File: src/rtl/mem_stage_pkg.sv
// -----------------------------------------------------------------------------
// mem_stage_pkg
// Shared types and constants for the memory stage controller.
//   state_e      : memory-stage FSM states
//   wb_sel_e     : writeback source select codes
//   MAX_WAIT_DEF : default number of unacknowledged cycles before a timeout
//   CNT_W        : width of the saturating wait counter
// -----------------------------------------------------------------------------
package mem_stage_pkg;

    localparam int MAX_WAIT_DEF = 15;
    localparam int CNT_W        = 8;

    typedef enum logic [1:0] {
        IDLE   = 2'd0,
        BUSY   = 2'd1,
        HALTED = 2'd2
    } state_e;

    typedef enum logic [2:0] {
        SEL_PC   = 3'd0,
        SEL_IMM  = 3'd1,
        SEL_SLBI = 3'd2,
        SEL_CMP  = 3'd3,
        SEL_MEM  = 3'd4,
        SEL_ALU  = 3'd5
    } wb_sel_e;

endpackage

File: src/rtl/mem_wb_select.sv
// -----------------------------------------------------------------------------
// mem_wb_select
// Pure priority mux choosing the writeback source for the memory stage.
// Ports:
//   jump_i, lbi_i, slbi_i, comp_i     : source flags, highest priority first
//   mem_read_i, mem_write_i           : memory controls (a write masks the read)
//   pc_add_i, imm_i, slbi_res_i,
//   cmp_i, mem_rdata_i, alu_i         : candidate 16-bit values
//   sel_o                             : chosen source code
//   wb_data_o                         : chosen 16-bit value
// -----------------------------------------------------------------------------
module mem_wb_select
    import mem_stage_pkg::*;
(
    input  logic        jump_i,
    input  logic        lbi_i,
    input  logic        slbi_i,
    input  logic        comp_i,
    input  logic        mem_read_i,
    input  logic        mem_write_i,
    input  logic [15:0] pc_add_i,
    input  logic [15:0] imm_i,
    input  logic [15:0] slbi_res_i,
    input  logic [15:0] cmp_i,
    input  logic [15:0] mem_rdata_i,
    input  logic [15:0] alu_i,
    output wb_sel_e     sel_o,
    output logic [15:0] wb_data_o
);

    always_comb begin
        sel_o = SEL_ALU;
        if (jump_i)                          sel_o = SEL_PC;
        else if (lbi_i)                      sel_o = SEL_IMM;
        else if (slbi_i)                     sel_o = SEL_SLBI;
        else if (comp_i)                     sel_o = SEL_CMP;
        else if (mem_read_i && !mem_write_i) sel_o = SEL_MEM;
    end

    always_comb begin
        wb_data_o = alu_i;
        case (sel_o)
            SEL_PC:   wb_data_o = pc_add_i;
            SEL_IMM:  wb_data_o = imm_i;
            SEL_SLBI: wb_data_o = slbi_res_i;
            SEL_CMP:  wb_data_o = cmp_i;
            SEL_MEM:  wb_data_o = mem_rdata_i;
            default:  wb_data_o = alu_i;
        endcase
    end

endmodule

File: src/rtl/mem_stage_ctrl.sv
// -----------------------------------------------------------------------------
// mem_stage_ctrl
// Memory stage of the 16-bit core: drives the data memory req/ack handshake,
// stalls upstream while an access is outstanding, times out stuck requests and
// registers the MEM/WB result.
//
// Optional build macro: MEM_ALIGN_CHECK_EN -- odd-address memory ops issue no
// request, set err_out and retire as a bubble.
//
// Ports:
//   clk, rst (sync, active high)
//   EX/MEM data : pc_add_in, alu_out_in, read_data_2_in, slbi_result_in,
//                 compare_in, immediate_in, write_r_in
//   EX/MEM ctrl : LBI_in, SLBI_in, COMP_REG_in, REG_WRITE_in, MEM_WRITE_in,
//                 MEM_READ_in, JUMP_in, HALT_in
//   memory      : mem_req, mem_wr, mem_addr, mem_wdata (out), mem_ack,
//                 mem_rdata (in)
//   pipeline    : stall_out, wb_data_out, write_r_out, REG_WRITE_out,
//                 valid_out, halted_out, err_out
//
// state  | meaning
// -------+----------------------------------------------
// IDLE   | no outstanding request
// BUSY   | request outstanding for 1 or more cycles
// HALTED | halt retired; only bubbles until reset
// -----------------------------------------------------------------------------
module mem_stage_ctrl #(
    parameter int MAX_WAIT = mem_stage_pkg::MAX_WAIT_DEF
) (
    input  logic        clk,
    input  logic        rst,
    input  logic [15:0] pc_add_in,
    input  logic [15:0] alu_out_in,
    input  logic [15:0] read_data_2_in,
    input  logic [15:0] slbi_result_in,
    input  logic [15:0] compare_in,
    input  logic [15:0] immediate_in,
    input  logic [2:0]  write_r_in,
    input  logic        LBI_in,
    input  logic        SLBI_in,
    input  logic        COMP_REG_in,
    input  logic        REG_WRITE_in,
    input  logic        MEM_WRITE_in,
    input  logic        MEM_READ_in,
    input  logic        JUMP_in,
    input  logic        HALT_in,
    output logic        mem_req,
    output logic        mem_wr,
    output logic [15:0] mem_addr,
    output logic [15:0] mem_wdata,
    input  logic        mem_ack,
    input  logic [15:0] mem_rdata,
    output logic        stall_out,
    output logic [15:0] wb_data_out,
    output logic [2:0]  write_r_out,
    output logic        REG_WRITE_out,
    output logic        valid_out,
    output logic        halted_out,
    output logic        err_out
);
    import mem_stage_pkg::*;

    state_e             state_q;
    logic [CNT_W-1:0]   cnt_q;
    logic [15:0]        wb_data_q;
    logic [2:0]         write_r_q;
    logic               reg_write_q;
    logic               valid_q;
    logic               halted_q;
    logic               err_q;

    logic               mem_op;
    logic               misalign;
    logic               retire;
    wb_sel_e            wb_sel;
    logic [15:0]        wb_value;

    assign mem_op = MEM_READ_in | MEM_WRITE_in;

`ifdef MEM_ALIGN_CHECK_EN
    assign misalign = mem_op & alu_out_in[0];
`else
    assign misalign = 1'b0;
`endif

    // Request is gated by rst so it drops in the reset cycle itself.
    assign mem_req   = mem_op & ((state_q == IDLE) | (state_q == BUSY))
                       & ~err_q & ~misalign & ~rst;
    assign mem_wr    = MEM_WRITE_in;
    assign mem_addr  = alu_out_in;
    assign mem_wdata = read_data_2_in;
    assign stall_out = mem_req & ~mem_ack;

    mem_wb_select u_wb_sel (
        .jump_i      (JUMP_in),
        .lbi_i       (LBI_in),
        .slbi_i      (SLBI_in),
        .comp_i      (COMP_REG_in),
        .mem_read_i  (MEM_READ_in),
        .mem_write_i (MEM_WRITE_in),
        .pc_add_i    (pc_add_in),
        .imm_i       (immediate_in),
        .slbi_res_i  (slbi_result_in),
        .cmp_i       (compare_in),
        .mem_rdata_i (mem_rdata),
        .alu_i       (alu_out_in),
        .sel_o       (wb_sel),
        .wb_data_o   (wb_value)
    );

    // A memory op blocked by err/misalignment has mem_req low and so bubbles.
    always_comb begin
        retire = 1'b0;
        case (state_q)
            IDLE:    retire = mem_op ? (mem_req & mem_ack) : 1'b1;
            BUSY:    retire = mem_ack;
            default: retire = 1'b0;
        endcase
    end

    always_ff @(posedge clk) begin
        if (rst) begin
            state_q     <= IDLE;
            cnt_q       <= '0;
            wb_data_q   <= '0;
            write_r_q   <= '0;
            reg_write_q <= 1'b0;
            valid_q     <= 1'b0;
            halted_q    <= 1'b0;
            err_q       <= 1'b0;
        end else begin
            valid_q     <= retire;
            reg_write_q <= retire & REG_WRITE_in;
            if (retire) begin
                wb_data_q <= wb_value;
                write_r_q <= write_r_in;
                if (HALT_in) halted_q <= 1'b1;
            end
            case (state_q)
                IDLE: begin
                    if (retire && HALT_in) begin
                        state_q <= HALTED;
                    end else if (misalign) begin
                        err_q <= 1'b1;
                    end else if (mem_req && !mem_ack) begin
                        state_q <= BUSY;
                        cnt_q   <= CNT_W'(1);
                    end
                end
                BUSY: begin
                    if (mem_ack) begin
                        state_q <= HALT_in ? HALTED : IDLE;
                        cnt_q   <= '0;
                    end else if (cnt_q == CNT_W'(MAX_WAIT)) begin
                        err_q   <= 1'b1;
                        state_q <= IDLE;
                        cnt_q   <= '0;
                    end else if (cnt_q != '1) begin
                        cnt_q <= cnt_q + CNT_W'(1);
                    end
                end
                default: ;
            endcase
        end
    end

    // Read data is only captured in a cycle where the memory acknowledges.
    a_load_needs_ack: assert property (@(posedge clk) disable iff (rst)
        (retire && (wb_sel == SEL_MEM)) |-> mem_ack);

    assign wb_data_out   = wb_data_q;
    assign write_r_out   = write_r_q;
    assign REG_WRITE_out = reg_write_q;
    assign valid_out     = valid_q;
    assign halted_out    = halted_q;
    assign err_out       = err_q;

endmodule

File: config.mk
export PLATFORM = sky130hd
export DESIGN_NAME = mem_stage_ctrl
export DESIGN_NICKNAME = d
export VERILOG_FILES = /design/src/rtl/mem_stage_pkg.sv /design/src/rtl/mem_wb_select.sv /design/src/rtl/mem_stage_ctrl.sv
export SDC_FILE = /design/constraint.sdc
export NUM_CORES = 1
export LEC_CHECK = 0
export ABC_AREA = 0
export CORE_ASPECT_RATIO = 0.6
export CORE_MARGIN = 2
export CORE_UTILIZATION = 37
export DETAILED_ROUTE_END_ITERATION = 8
export GPL_ROUTABILITY_DRIVEN = 0
export PLACE_DENSITY = 0.93
export SYNTH_ARGS = -nofsm -noshare
export SYNTH_HDL_FRONTEND = slang
export SYNTH_SLANG_ARGS = --single-unit
File: constraint.sdc
create_clock -name clk -period 3.13 [get_ports clk]
set_input_delay 0.626 -clock clk [delete_from_list [all_inputs] [get_ports clk]]
set_output_delay 0.626 -clock clk [all_outputs]
set_load 0.01 [all_outputs]
=== After elaboration in Yosys (flattened, before gate mapping) ===
Cells that the tools add are included.

* Register bits: 33
* Bits of input ports: 126
* Output and inout port bits: 58
* Logic and storage cells: 64

* $add $sub $neg: 1
* Equal/unequal tests: 12
* Mux-type cells: 20
* Bitwise logic cells: 11
* Reduce and logical (&&, ||, !) cells: 12

{| class="wikitable"
|+ Operator list
! kind !! number
|-
| $pmux 16 s5 || 1
|-
| $mux 8 || 5
|-
| $pmux 8 s2 || 1
|-
| $mux 3 || 4
|-
| $mux 2 || 5
|-
| $add 8x1->8 const B || 1
|-
| $eq 8x4->1 const B || 1
|-
| $ne 8x8->1 const B || 1
|-
| $and 1x1->1 || 6
|-
| $eq 3x2->1 const B || 2
|-
| $reduce_and 3->1 || 2
|-
| $ne 4x2->1 const B || 1
|-
| $pmux 2 s2 || 1
|-
| $reduce_and 4->1 || 1
|-
| $eq 3x1->1 const B || 1
|-
| $eq 3x3->1 const B || 1
|-
| $logic_and 1x1->1 || 3
|-
| $logic_not 3->1 || 1
|-
| $ne 3x1->1 const B || 1
|-
| $ne 3x2->1 const B || 1
|-
| $not 1->1 || 3
|-
| $eq 2x1->1 const B || 1
|-
| $logic_not 1->1 || 2
|-
| $logic_not 2->1 || 1
|-
| 7 further kinds || 9
|}

=== Depth between registers and ports, before layout ===
* Depth after elaboration: 11
* Gate-level depth with buffers: 6
* Depth with buffers taken out: 5

=== Cells and area by module ===
Synthesis repeated with hierarchy kept, for this count alone.

* Cell total of the unflattened synthesis: 330
* Area total of the unflattened synthesis: 2633.8 µm²

{| class="wikitable"
|+ Modules (own cells, without submodules)
! module !! instances !! cells each !! area each (µm²) !! seq. area each (µm²)
|-
| mem_stage_ctrl || 1 || 195 || 1722.9 || 660.6
|-
| mem_wb_select || 1 || 135 || 910.9 || 0.0
|}

=== Worst setup path after synthesis ===
Ideal clock, no wire load.

* Kind: in2out
* From: in rst
* To: out stall_out
* Data arrival time: 1.501 ns
* Data required time: 2.504 ns
* Slack: 1.003 ns
* Stages on the path: 3
* Buffers on the path: 1
* Cells stage by stage: clkbuf_1 or3_4 nor3_1

* Cells in the longest elaborated chain, start to end: 3

{| class="wikitable"
|+ RTL lines
! what !! RTL line !! RTL
|-
| start, declared || mem_stage_ctrl.sv:31 || <nowiki>input logic rst,</nowiki>
|-
| $not 1->1 || mem_stage_ctrl.sv:88 || <nowiki>& ~err_q & ~misalign & ~rst;</nowiki>
|-
| $and 1x1->1 || mem_stage_ctrl.sv:88 ||
|-
| $and 1x1->1 || mem_stage_ctrl.sv:92 || <nowiki>assign stall_out = mem_req & ~mem_ack;</nowiki>
|-
| end, declared || mem_stage_ctrl.sv:53 || <nowiki>output logic stall_out,</nowiki>
|}

Every way passes these cells.

=== Worst setup path after layout ===
Same ends and word-level chain as after synthesis.

==> impl_metrics.toml <==
[cts]
cts_setup_buffers = 0
clockRootBuffer = "clkbuf_8"
clk_path_buf_depth = 2
clkTransAtPathRegs_ns = 0.07
ctsResizeCount = 0
cts_tree = "done"
clock_latency_ns = 0.27
cts_htree_levels = 2
cts_hold_buf = 0
cts_sinks = 33
cts_inserted_buffers = 5

[routing]
routed_wl_mm = 9.04
drt_first_pass_iters = 5
dr_total_vias = 2795
avgViaCountPerCell = 5.51
drt-wirelength-per-cell_um = 17.8
drt_iter0_markers = 392
antenna_left = 0
drc_errors = 0

[die]
die_x_um = 109
start_util = 0.393
pin_count = 184
die-area_um2 = 7320
rows = 22
die_h_um = 67.1
coreArea_um2 = 6250

[final_layout]
layout.nets = 550
syn2layout_area_growth_pct = 58.0
mostFrequentLayoutCells = "clkdlybuf4s50_1 (151), dfxtp_1 (33), nor2_1 (24)"
fin_util = 0.621
fin_area_um2 = 3880
fillers = 555
final_common_cell = "clkdlybuf4s50_1"
antenna_cells = 0
drive_gt1_frac = 0.0662

[synthesis]
async_flop_share = 0
ys_warn_count = 0
ys_seq_area_frac = 0.269
synthFlopType = "dfxtp_1"
ys_types = 47
synthCells = 310
ys_ff_latch = 33
syn_avg_cell_area_um2 = 7.92
syn_nets = 437
synth_edf_count = 0
syn_area_um2 = 2450

[grt]
grt_antenna_before_repair = 0
grt_pass1_vias = 2587
grt_usage = 0.232
grt_pass1_wl_mm = 13.1
grt_max_degree = 34
grt-ovfl-total = 0

[worst_hold_path]
hold_path.class = "reg2reg"
min_path_cells = 2

[sta]
clock.fmax_ghz = 0.347
final_max_slew_viol_count = 0
hold_viol = 0
finClkSkew_ns = 0.00953
whs_ns = 0.457
worst_slew_pin_slew_ns = 0.807
setup_tns_ns = 0
maxSlewHeadroom = 0.448
grt_setup_unrepaired = "false"
setup_viol = 0
min_period_over_period = 0.922
final.min_clock_period_ns = 2.89

[setup_path]
r2r_end = "wb_data_out[7]"
worst-endpoint-arrival_ns = 2.26
crit_path_start_kind = "primary input"
critPathKind = "in2out"
crit_path_start = "rst"
cp_slowest_cell = "clkdlybuf4s50_1"
ff2ff_setup_slack_ns = 1.28
cp-end-kind = "output pin"
r2r-start = "state_q[0]"
crit_required_ns = 2.50
crit_path_frequent_cell = "clkdlybuf4s50_1"
crit_path_cell_trace = "clkdlybuf4s50_1 -> or3_4 -> nor3_1 -> clkdlybuf4s50_1"
worstPathMaxFanout = 5
rr_worst_depth = 4
slowest_delay_ns = 0.57
crit_path_end = "stall_out"

[power]
total_power_mw = 1.24
leakage_nw = 1.40
pwr_density_cell_nw_per_um2 = 321
irDropWorstVdd_mv = 0.216

[outcome]
run_status = "finished clean"

[placed_design]
io_buffers = 151
post_dp_cell_area_um2 = 3790
dp_hpwl_mm = 6.99

[flow_run]
cap_violations = 0
## critical path, delay by kind of cell
family / cells / cell delay (ns)
buf+inv: 2 / 1.05
simple gates: 2 / 0.59
## kinds of logic after synthesis
logic type,after synthesis,synth area share
compound gates,104,0.328
buf+inv,76,0.178
simple gates,96,0.220
flops,33,0.269
fa+ha+maj,1,0.00510
## layout make-up
cell class	count	area, um2	area share
clock buffers	6	82.6	0.0213
clock inverters	1	7.51	0.00194
inverters	21	78.8	0.0203
multi-input cells	201	1360	0.350
flip-flops and latches	33	661	0.170
well taps	84	105	0.0271
repair buffers	161	1590	0.409
## worst min path at each step
stage                    startpoint              end  slack, ns
detailed placement   wb_data_out[9]   wb_data_out[9]       0.45
floorplan                  cnt_q[1]         cnt_q[1]       0.47
global route        wb_data_out[15]  wb_data_out[15]       0.48
global placement     wb_data_out[9]   wb_data_out[9]       0.44
CTS                  wb_data_out[9]   wb_data_out[9]       0.46
finish               wb_data_out[9]   wb_data_out[9]       0.46
## sequential cells by signal, indices dropped and copies added, names as in the netlist
name and cells:
REG_WRITE_out 1, cnt_q 8, wb_data_out 16, write_r_out 3, state_q 2, valid_out 1, err_out 1, halted_out 1
## report_power, final
group	switching (mW)	internal (mW)
clock network	0.148	0.174
logic	0.184	0.266
registers	0.0214	0.451
## synthesized netlist by cell type, types with 2 or more instances
| library cell | number | area share |
|---|---|---|
| o22ai_1 | 2 | 0.0051 |
| a221oi_1 | 15 | 0.054 |
| buf_4 | 35 | 0.11 |
| o311a_1 | 17 | 0.069 |
| o21ai_0 | 21 | 0.043 |
| nor3_2 | 2 | 0.0082 |
| buf_6 | 2 | 0.0092 |
| a2111oi_2 | 2 | 0.012 |
| dfxtp_1 | 33 | 0.27 |
| a311oi_1 | 2 | 0.0071 |
| nor3_1 | 5 | 0.010 |
| and2_1 | 2 | 0.0051 |
| nand3_1 | 6 | 0.012 |
| a31oi_1 | 4 | 0.010 |
| buf_2 | 3 | 0.0061 |
| inv_1 | 21 | 0.032 |
| o21ai_1 | 2 | 0.0041 |
| nor2_1 | 24 | 0.037 |
| a21o_1 | 2 | 0.0061 |
| and3_1 | 2 | 0.0051 |
| nand2_1 | 21 | 0.032 |
| nand2b_1 | 5 | 0.013 |
| clkbuf_1 | 13 | 0.020 |
| and4_1 | 3 | 0.011 |
| nor2b_1 | 15 | 0.038 |
| or3b_1 | 2 | 0.0071 |
| a21oi_1 | 12 | 0.024 |
| o21bai_1 | 3 | 0.0092 |
| o32ai_1 | 16 | 0.057 |
## routing by layer
metal,track usage,up-vias,routed length (um)
met5,0,-,0
met3,0.0616,6,834
met1,0.311,1313,4070
li1,-,1348,-
met4,0.0497,0,53
met2,0.373,128,4080
## metrics by stage
step	std cells	setup WS, ns
after global placement	500	0.264
after detailed placement	500	0.286
after floorplan	310	1.00
final	507	0.244
after CTS	507	0.258
after global routing	507	0.189
Note: power is estimated with default switching activity, not from simulation.
